**src/rtl/ser_pkg.sv**
```systemverilog
// Shared definitions for the word serializer: FSM state encodings and the
// frame-length helper. Build option: SER_PARITY_EN appends an even-parity bit
// to every frame.
package ser_pkg;

  typedef enum logic [1:0] {
    S_IDLE  = 2'd0,
    S_SHIFT = 2'd1,
    S_GAP   = 2'd2
  } ser_state_t;

`ifdef SER_PARITY_EN
  localparam int PARITY_BITS = 1;
`else
  localparam int PARITY_BITS = 0;
`endif

  // Counter width covers the longest frame (32 data bits + parity) and the
  // largest gap.
  localparam int CNT_W = 6;

  // Number of serial cycles that carry frame bits for a word of the given width.
  function automatic int frame_len(input int width);
    return width + PARITY_BITS;
  endfunction

endpackage

```
**src/rtl/ser_word_serializer_if.sv**
```systemverilog
// Parallel-word input handshake and serial output bundle of the serializer.
interface ser_word_serializer_if #(
  parameter int WIDTH = 8
);

  logic [WIDTH-1:0] in_data;
  logic             in_valid;
  logic             in_ready;
  logic             serial_out;
  logic             serial_valid;
  logic             frame_start;
  logic             busy;

  // Upstream side: supplies words and observes the serial stream.
  modport master (
    output in_data,
    output in_valid,
    input  in_ready,
    input  serial_out,
    input  serial_valid,
    input  frame_start,
    input  busy
  );

  // Serializer side.
  modport slave (
    input  in_data,
    input  in_valid,
    output in_ready,
    output serial_out,
    output serial_valid,
    output frame_start,
    output busy
  );

endinterface

```
**src/rtl/ser_bit_counter.sv**
```systemverilog
// Loadable up-counter with a terminal-count flag; used for both the bit
// position within a frame and the inter-word gap length.
module ser_bit_counter #(
  parameter int CW   = 6,
  parameter int TERM = 1
) (
  input  logic          clk,
  input  logic          rst,
  input  logic          load,
  input  logic [CW-1:0] load_val,
  input  logic          inc,
  output logic          tc
);

  logic [CW-1:0] cnt;

  // Load takes priority over increment; reset clears the count.
  always_ff @(posedge clk or posedge rst) begin
    if (rst) begin
      cnt <= '0;
    end else if (load) begin
      cnt <= load_val;
    end else if (inc) begin
      cnt <= cnt + CW'(1);
    end
  end

  assign tc = (cnt == CW'(TERM));

endmodule

```
**src/rtl/ser_word_serializer.sv**
```systemverilog
// Word serializer: accepts parallel words over valid/ready into a one-word
// holding register and shifts them out MSB-first, one bit per clk.
// Optional build macro SER_PARITY_EN: append an even-parity bit after the LSB.
module ser_word_serializer
  import ser_pkg::*;
#(
  parameter int   WIDTH    = 8,
  parameter int   GAP      = 0,
  parameter logic IDLE_BIT = 1'b1
) (
  input logic                  clk,
  input logic                  rst,
  ser_word_serializer_if.slave bus
);

  localparam int FW       = frame_len(WIDTH);
  localparam int GAP_TERM = (GAP > 0) ? GAP - 1 : 0;

  ser_state_t       state, state_n;
  logic [WIDTH-1:0] hold_reg;
  logic             hold_full;
  logic             hold_clr;
  logic             accept;
  logic [FW-1:0]    frame_word;
  logic [FW-1:0]    shift_reg, shift_n;
  logic             so_r, so_n;
  logic             sv_r, sv_n;
  logic             fs_r, fs_n;
  logic             reload;
  logic             bit_load, bit_inc, bit_tc;
  logic             gap_load, gap_inc, gap_tc;

  // Hold is only written while empty, so an accept never coincides with the
  // edge that empties it into the shifter.
  assign accept = bus.in_valid && !hold_full;

`ifdef SER_PARITY_EN
  assign frame_word = {hold_reg, ^hold_reg};
`else
  assign frame_word = hold_reg;
`endif

  ser_bit_counter #(
    .CW   (CNT_W),
    .TERM (FW)
  ) u_bit_cnt (
    .clk      (clk),
    .rst      (rst),
    .load     (bit_load),
    .load_val (CNT_W'(1)),
    .inc      (bit_inc),
    .tc       (bit_tc)
  );

  ser_bit_counter #(
    .CW   (CNT_W),
    .TERM (GAP_TERM)
  ) u_gap_cnt (
    .clk      (clk),
    .rst      (rst),
    .load     (gap_load),
    .load_val (CNT_W'(0)),
    .inc      (gap_inc),
    .tc       (gap_tc)
  );

  // Holding register: filled on accept, emptied when the FSM reloads.
  always_ff @(posedge clk or posedge rst) begin
    if (rst) begin
      hold_reg  <= '0;
      hold_full <= 1'b0;
    end else if (accept) begin
      hold_reg  <= bus.in_data;
      hold_full <= 1'b1;
    end else if (hold_clr) begin
      hold_full <= 1'b0;
    end
  end

  // State, shifter and registered serial outputs.
  always_ff @(posedge clk or posedge rst) begin
    if (rst) begin
      state     <= S_IDLE;
      shift_reg <= '0;
      so_r      <= IDLE_BIT;
      sv_r      <= 1'b0;
      fs_r      <= 1'b0;
    end else begin
      state     <= state_n;
      shift_reg <= shift_n;
      so_r      <= so_n;
      sv_r      <= sv_n;
      fs_r      <= fs_n;
    end
  end

  // Next-state and next-output decode; a reload is shared by IDLE, the end of
  // a frame with no gap, and the end of a gap.
  always_comb begin
    state_n  = state;
    shift_n  = shift_reg;
    so_n     = IDLE_BIT;
    sv_n     = 1'b0;
    fs_n     = 1'b0;
    hold_clr = 1'b0;
    bit_load = 1'b0;
    bit_inc  = 1'b0;
    gap_load = 1'b0;
    gap_inc  = 1'b0;
    reload   = 1'b0;

    case (state)
      S_IDLE: begin
        if (hold_full) begin
          reload = 1'b1;
        end
      end
      S_SHIFT: begin
        if (!bit_tc) begin
          shift_n = shift_reg << 1;
          so_n    = shift_reg[FW-2];
          sv_n    = 1'b1;
          bit_inc = 1'b1;
        end else if (GAP > 0) begin
          state_n  = S_GAP;
          gap_load = 1'b1;
        end else if (hold_full) begin
          reload = 1'b1;
        end else begin
          state_n = S_IDLE;
        end
      end
      S_GAP: begin
        if (!gap_tc) begin
          gap_inc = 1'b1;
        end else if (hold_full) begin
          reload = 1'b1;
        end else begin
          state_n = S_IDLE;
        end
      end
      default: begin
        state_n = S_IDLE;
      end
    endcase

    if (reload) begin
      state_n  = S_SHIFT;
      shift_n  = frame_word;
      so_n     = frame_word[FW-1];
      sv_n     = 1'b1;
      fs_n     = 1'b1;
      hold_clr = 1'b1;
      bit_load = 1'b1;
    end
  end

  assign bus.in_ready     = ~hold_full;
  assign bus.serial_out   = so_r;
  assign bus.serial_valid = sv_r;
  assign bus.frame_start  = fs_r;
  assign bus.busy         = (state != S_IDLE) || hold_full;

endmodule

```
**src/flat_wrapper.sv**
```systemverilog
// flat-port wrapper written by rule: the top's interface ports become plain ports
module ser_word_serializer_flat import ser_pkg::*;
#(
  parameter int   WIDTH    = 8,
  parameter int   GAP      = 0,
  parameter logic IDLE_BIT = 1'b1
)
  (clk, rst, bus_in_data, bus_in_valid, bus_in_ready, bus_serial_out, bus_serial_valid, bus_frame_start, bus_busy);
  ser_word_serializer_if #(.WIDTH(WIDTH)) bus_i ();
  input logic clk;
  input logic rst;
  input wire logic [$bits(bus_i.in_data)-1:0] bus_in_data;
  input wire logic [$bits(bus_i.in_valid)-1:0] bus_in_valid;
  output wire logic [$bits(bus_i.in_ready)-1:0] bus_in_ready;
  output wire logic [$bits(bus_i.serial_out)-1:0] bus_serial_out;
  output wire logic [$bits(bus_i.serial_valid)-1:0] bus_serial_valid;
  output wire logic [$bits(bus_i.frame_start)-1:0] bus_frame_start;
  output wire logic [$bits(bus_i.busy)-1:0] bus_busy;
  assign bus_i.in_data = bus_in_data;
  assign bus_i.in_valid = bus_in_valid;
  assign bus_in_ready = bus_i.in_ready;
  assign bus_serial_out = bus_i.serial_out;
  assign bus_serial_valid = bus_i.serial_valid;
  assign bus_frame_start = bus_i.frame_start;
  assign bus_busy = bus_i.busy;
  ser_word_serializer #(.WIDTH(WIDTH), .GAP(GAP), .IDLE_BIT(IDLE_BIT)) u_core (.clk(clk), .rst(rst), .bus(bus_i));
endmodule
```
**config.mk**
```make
export PLATFORM = sky130hd
export DESIGN_NAME = ser_word_serializer_flat
export DESIGN_NICKNAME = d
export VERILOG_FILES = /design/src/rtl/ser_pkg.sv /design/src/rtl/ser_word_serializer_if.sv /design/src/rtl/ser_bit_counter.sv /design/src/rtl/ser_word_serializer.sv /design/src/flat_wrapper.sv
export SDC_FILE = /design/constraint.sdc
export NUM_CORES = 1
export LEC_CHECK = 0
export CAP_MARGIN = 20
export CELL_PAD_IN_SITES_DETAIL_PLACEMENT = 0
export CELL_PAD_IN_SITES_GLOBAL_PLACEMENT = 2
export CORE_MARGIN = 3
export CORE_UTILIZATION = 36
export CTS_CLUSTER_DIAMETER = 80
export CTS_CLUSTER_SIZE = 24
export DETAILED_ROUTE_END_ITERATION = 8
export GPL_TIMING_DRIVEN = 0
export PLACE_DENSITY = 0.81
export SYNTH_ARGS = -nofsm -noshare
export SYNTH_HDL_FRONTEND = slang
export SYNTH_SLANG_ARGS = --single-unit
```
**constraint.sdc**
```tcl
create_clock -name clk -period 2.3 [get_ports clk]
set_input_delay 0.46 -clock clk [delete_from_list [all_inputs] [get_ports clk]]
set_output_delay 0.46 -clock clk [all_outputs]
set_load 0.01 [all_outputs]
```
==> results of run 1 <==
-- through the flow --
| step | hold slack (ps) | util [%] | worst slack [ps] |
|---|---|---|---|
| finish | 359 | 47.0 | 133 |
| detailed placement | 496 | 45.5 | 250 |
| global route | 352 | 47.0 | 0.650 |
| CTS | 525 | 46.1 | 70.1 |
| floorplan | 472 | - | 674 |
| global placement | 486 | 45.5 | 235 |
-- layer usage --
layer	vias up	wire length, um	global-route usage, %
met5	-	0	0
met4	0	11	2.37
met3	2	83	4.16
met2	11	948	17.5
met1	388	1030	15.2
li1	375	-	-
-- cells by family after synthesis --
family | Yosys count | share of synthesized area, %
fa+ha+maj | 2 | 2.02
compound gates | 13 | 8.38
flops | 26 | 52.6
buf+inv | 11 | 4.84
xor+xnor | 1 | 0.706
mux | 23 | 22.5
simple gates | 20 | 8.98
-- worst max path at each step --
stage	endpoint	from	slack, ps
after floorplan	u_core.shift_reg[1]$_DFFE_PP0P_	u_core.u_bit_cnt.cnt[0]$_DFFE_PP0P_	670
after global placement	bus_busy	u_core.hold_full$_DFFE_PP0P_	240
after detailed placement	bus_busy	u_core.hold_full$_DFFE_PP0P_	250
after CTS	bus_busy	u_core.hold_full$_DFFE_PP0P_	70
after global routing	bus_busy	u_core.hold_full$_DFFE_PP0P_	0.6
final	bus_busy	u_core.hold_full$_DFFE_PP0P_	130
-- repair_timing --
item / CTS / global route
gates resized for setup: 1 / 1
buffers inserted: 0 / 0
endpoints found under the setup margin: 2 / 1
hold buffers: 0 / 0
cloned: 0 / 0
endpoints found under the hold margin: 0 / 0
-- cell usage in the layout, fill, tap and decap left out, types with 3 or more instances in the layout --
| master | Yosys | layout |
|---|---|---|
| dfrtp_1 | 25 | 24 |
| nand2_1 | 6 | 6 |
| clkbuf_4 | 0 | 3 |
| mux2_4 | 6 | 6 |
| o211ai_1 | 3 | 3 |
| mux2_2 | 15 | 15 |
| clkdlybuf4s50_1 | 0 | 15 |
| nor2_1 | 4 | 4 |
| inv_1 | 6 | 6 |
-- worst max-delay path, stage by stage (launching register included) --
cell and delay (ps):
dfrtp_2 480, buf_4 200, nor2_1 190, inv_1 60, clkdlybuf4s50_1 470
-- power groups by stage --
stage | Sequential, mW | Combinational (mW) | Clock, mW
after floorplan | 0.741 | 0.554 | 0
after global placement | 0.767 | 0.680 | 0
after detailed placement | 0.773 | 0.698 | 0
after CTS | 0.782 | 0.682 | 0.210
after global routing | 0.813 | 0.748 | 0.229
final | 0.782 | 0.676 | 0.194
-- cell type report --
type,instances,area [um2]
Buffer,3,32.5
Clock buffer,4,26.3
Fill cell,310,1680
Inverter,6,22.5
Multi-Input combinational cell,59,528
Sequential cell,26,653
Tap cell,44,55.1
Timing Repair Buffer,16,178
==> flow_metrics.env, run 1 <==
export IMPL_largest_reg_flops=8
export IMPL_final_layout_size_suffix_gt1_share_pct=28.9
export IMPL_instances_no_fill=158
export IMPL_root_buffer="clkbuf_4"
export IMPL_total_power_mw=1.65
export IMPL_combPwrFrac_pct=40.9
export IMPL_route_detailed_drc=0
export IMPL_cts_tree="yes"
export IMPL_p_leak_nw=0.645
export IMPL_rr_worst_depth=6
export IMPL_ys_seq_area_share_pct=52.6
export IMPL_vdd_drop_max_mv=0.585
export IMPL_reg2reg_from="u_core.u_bit_cnt.cnt[0]$_DFFE_PP0P_"
export IMPL_endpoint_kind="output port"
export IMPL_firstDrtPassIters=2
export IMPL_status="completed"
export IMPL_reg2reg_slack_ps=540
export IMPL_design_area_um2=1500
export IMPL_power_density_nw_per_um2=1100
export IMPL_grt_pass1_vias=816
export IMPL_maxSlewViolCount=0
export IMPL_first_iter_violations=4
export IMPL_grt_antenna_before_repair=0
export IMPL_dp_hpwl_um=1430
export IMPL_critPathMaxFanout=10
export IMPL_synth_most_common_cell="dfrtp_1"
export IMPL_p_switching_mw=0.535
export IMPL_grt_pass1_wl_um=3750
export IMPL_syn_area_um2=1240
export IMPL_hold_viol=0
export IMPL_cts_htree_levels=1
export IMPL_n_antenna_cell=0
export IMPL_yosys_warnings=0
export IMPL_min_path_type="input port to asynchronous set/reset pin"
export IMPL_synth_cells=96
export IMPL_fin_crit_ps=2170
export IMPL_clkTransAtPathRegs_ps=130
export IMPL_cts_made_buffers=3
export IMPL_row_count=20
export IMPL_dp_cells=155
export IMPL_rsz0062_at_grt="false"
export IMPL_max_cap_viol_count=0
export IMPL_cp_arrival_ps=1710
export IMPL_slew_headroom_pct=73.7
export IMPL_vias=776
export IMPL_yosys_top_cells_area="dfrtp_1 50%, mux2_2 14%, mux2_4 7.3%"
export IMPL_ant_nets=0
export IMPL_post_drt_wl_per_cell_um=13.1
export IMPL_switching_share_pct=32.4
export IMPL_synth_ff_type="dfrtp_1"
export IMPL_ys_seq_elements=26
export IMPL_clockPowerShare_pct=11.7
export IMPL_r2r_end="u_core.shift_reg[6]$_DFFE_PP0P_"
export IMPL_synth_distinct_cells=30
export IMPL_start_kind="flop"
export IMPL_grt_max_degree=27
export IMPL_skew_ps=3.29
export IMPL_grt_ovfl_total=0
export IMPL_start_util_pct=39.0
export IMPL_finalSetupTns_ps=0
export IMPL_sequentialPowerShare_pct=47.3
export IMPL_avgSynthCellArea_um2=12.9
export IMPL_fin_nets=128
export IMPL_ys_async_sr_fraction_pct=100
export IMPL_totalWireLength_um=2070
export IMPL_synth_edf_count=0
export IMPL_vias_per_cell=4.91
export IMPL_synth_top_area_share_pct=50.5
export IMPL_clkSinkCount=26
export IMPL_io_buffers=15
export IMPL_ioPinCount=16
export IMPL_synth_top_area_cell="dfrtp_1"
export IMPL_die_w_um=64.7
export IMPL_final_setup_viol_count=0
export IMPL_place_area_um2=1450
export IMPL_critPathKind="flop to output port"
export IMPL_syn2layout_area_growth_pct=20.6
export IMPL_grtUsageTotal_pct=11.3
export IMPL_synth_fp_nets=109
export IMPL_tightestPinTransition_ps=394
export IMPL_crit_required_ps=1840
export IMPL_finalCritPeriodShare_pct=94.2
export IMPL_place_congestion=0.740
export IMPL_core_um2=3180
export IMPL_clk_latency_ps=310
export IMPL_die_y_um=64.7
export IMPL_clockBufferDepth=2
export IMPL_synthTopCellsByCount="25 x dfrtp_1, 15 x mux2_2, 6 x inv_1, 6 x mux2_4, 6 x nand2_1"
export IMPL_dieArea_um2=4180
export IMPL_cellInternalPower_mw=1.12
export IMPL_fmax_mhz=462
Note: power is estimated with default switching activity, not from simulation.
==> inputs of run 2 (changes only) <==
--- a/config.mk
+++ b/config.mk
@@ -5,6 +5,7 @@
 export SDC_FILE = /design/constraint.sdc
 export NUM_CORES = 1
 export LEC_CHECK = 0
+export ABC_CLOCK_PERIOD_IN_PS = 2200
 export CAP_MARGIN = 20
 export CELL_PAD_IN_SITES_DETAIL_PLACEMENT = 0
 export CELL_PAD_IN_SITES_GLOBAL_PLACEMENT = 2
==> constraint.sdc (replaced) <==
create_clock -name clk -period 2.2 [get_ports clk]
set_input_delay 0.44 -clock clk [delete_from_list [all_inputs] [get_ports clk]]
set_output_delay 0.44 -clock clk [all_outputs]
set_load 0.01 [all_outputs]
==> run 2 against run 1 <==
First-iteration DRC count up 25%. Sequential share of layout area down 0.24 points. Count of clock-buffer cells in the layout unchanged. Largest cell class unchanged.
==> flow_metrics.env, run 2 (synthesized netlist as in run 1, its figures left out) <==
export IMPL_status="completed"
export IMPL_post_place_ws_ps=170
export IMPL_post_drt_wl_per_cell_um=13.1
export IMPL_grt_max_degree=27
export IMPL_final_cell_mix="23 x dfrtp_1, 15 x mux2_2, 14 x clkdlybuf4s50_1"
export IMPL_tightestPinTransition_ps=280
export IMPL_row_count=20
export IMPL_fin_nets=128
export IMPL_multiInputGateArea_um2=536
export IMPL_dieArea_um2=4180
export IMPL_grt_antenna_before_repair=0
export IMPL_cp_num_buf_inv=3
export IMPL_cts_setup_buffers=0
export IMPL_power_density_nw_per_um2=1150
export IMPL_clkTransAtPathRegs_ps=130
export IMPL_grt_pass1_vias=816
export IMPL_cp_slowest_cell="dfrtp_2"
export IMPL_cts_made_buffers=3
export IMPL_max_cap_viol_count=0
export IMPL_cts_tree="yes"
export IMPL_dp_hpwl_um=1430
export IMPL_syn2layout_area_growth_pct=21.5
export IMPL_fin_crit_ps=2050
export IMPL_grtUsageTotal_pct=11.3
export IMPL_cp_top_family="buffers and inverters"
export IMPL_clkSinkCount=26
export IMPL_ioPinCount=16
export IMPL_clk_latency_ps=310
export IMPL_layout_commonest_cell="dfrtp_1"
export IMPL_io_buffers=15
export IMPL_ant_nets=0
export IMPL_endpoint_kind="output port"
export IMPL_route_detailed_drc=0
export IMPL_fillers=307
export IMPL_regArea_um2=654
export IMPL_firstDrtPassIters=3
export IMPL_maxSlewViolCount=0
export IMPL_p_leak_nw=0.658
export IMPL_final_setup_viol_count=0
export IMPL_slowest_delay_ps=480
export IMPL_vdd_drop_max_mv=0.610
export IMPL_min_path_type="input port to asynchronous set/reset pin"
export IMPL_largest_reg_flops=8
export IMPL_die_y_um=64.7
export IMPL_crit_required_ps=1760
export IMPL_start_kind="flop"
export IMPL_fmax_mhz=488
export IMPL_first_iter_violations=5
export IMPL_crit_chain="buf_4 -> nor2_4 -> inv_1 -> clkdlybuf4s50_1"
export IMPL_grt_pass1_wl_um=3750
export IMPL_rsz0062_at_grt="false"
export IMPL_start_util_pct=39.0
export IMPL_finalCritPeriodShare_pct=93.2
export IMPL_final_layout_size_suffix_gt1_share_pct=30.7
export IMPL_root_buffer="clkbuf_4"
export IMPL_critPathKind="flop to output port"
export IMPL_die_w_um=64.7
export IMPL_place_congestion=0.740
export IMPL_clockBufferDepth=2
export IMPL_finalSetupTns_ps=0
export IMPL_vias=777
export IMPL_cp_arrival_ps=1610
export IMPL_fin_ws_ps=149
export IMPL_core_um2=3180
export IMPL_critPathMaxFanout=10
export IMPL_vias_per_cell=4.92
export IMPL_n_antenna_cell=0
export IMPL_totalWireLength_um=2070
export IMPL_skew_ps=3.10
export IMPL_grt_ovfl_total=0
export IMPL_hold_viol=0
export IMPL_cts_htree_levels=1
export IMPL_slew_headroom_pct=81.3
run 2: cell types whose count changed in the layout (fill, tap and decap cells not counted), sizes merged:
cell           delta
clkdlybuf4s50     -1
dlymetal6s2s      +1
run 2: cell type report:
cell class / count / share of cell area, %
tap: 44 / 3.65
inverter: 6 / 1.50
multi-input combinational: 59 / 35.5
timing repair buffer: 16 / 12.0
clock buffer: 4 / 1.74
buffer: 3 / 2.16
sequential: 26 / 43.4
run 2: path summary, 6_finish.rpt:
kind	startpoint	end	slack [ps]	depth (start not counted)
min reg2reg	u_core.frame_word[1]$_DFFE_PP0P_	u_core.frame_word[1]$_DFFE_PP0P_	520	1
max reg2reg	u_core.u_bit_cnt.cnt[0]$_DFFE_PP0P_	u_core.shift_reg[6]$_DFFE_PP0P_	440	6
min in group clk	u_core.frame_word[1]$_DFFE_PP0P_	u_core.frame_word[1]$_DFFE_PP0P_	520	1
min	rst	u_core.bus.serial_valid$_DFF_PP0_	340	2
max	u_core.hold_full$_DFFE_PP0P_	bus_busy	150	4
max in group asynchronous	rst	u_core.bus.serial_out$_DFF_PP1_	1390	3
run 2: power by group:
group / leakage (nW) / switching, mW / internal, mW
Sequential: 0.315 / 0.149 / 0.669
Combinational: 0.328 / 0.281 / 0.427
Clock: 0.0150 / 0.132 / 0.0708
run 2: through the flow:
stage,total power [mW],util (%),hold WS [ps],cell area (um2),cells
after CTS,1.75,46.2,525,1470,157
after detailed placement,1.54,45.5,496,1450,155
after global routing,1.87,47.4,332,1510,158
final,1.73,47.4,339,1510,158
after global placement,1.51,45.5,486,1450,155
after floorplan,1.35,-,472,1240,96
run 2: what timing repair did:
action | 4_1_cts | 5_1_grt
endpoints found under the hold margin | 0 | 0
gates resized for setup | 2 | 4
endpoints found under the setup margin | 2 | 2
cloned | 0 | 0
hold buffers | 0 | 0
run 2: metal layers:
layer / wire length, um / GRT usage [%] / up-vias / share of wire, %
met4: 11 / 2.37 / 0 / 0.53
met2: 954 / 17.5 / 11 / 46
met1: 1020 / 15.2 / 388 / 49
li1: - / - / 376 / -
met5: 0 / 0 / - / 0
met3: 83 / 4.16 / 2 / 4.0
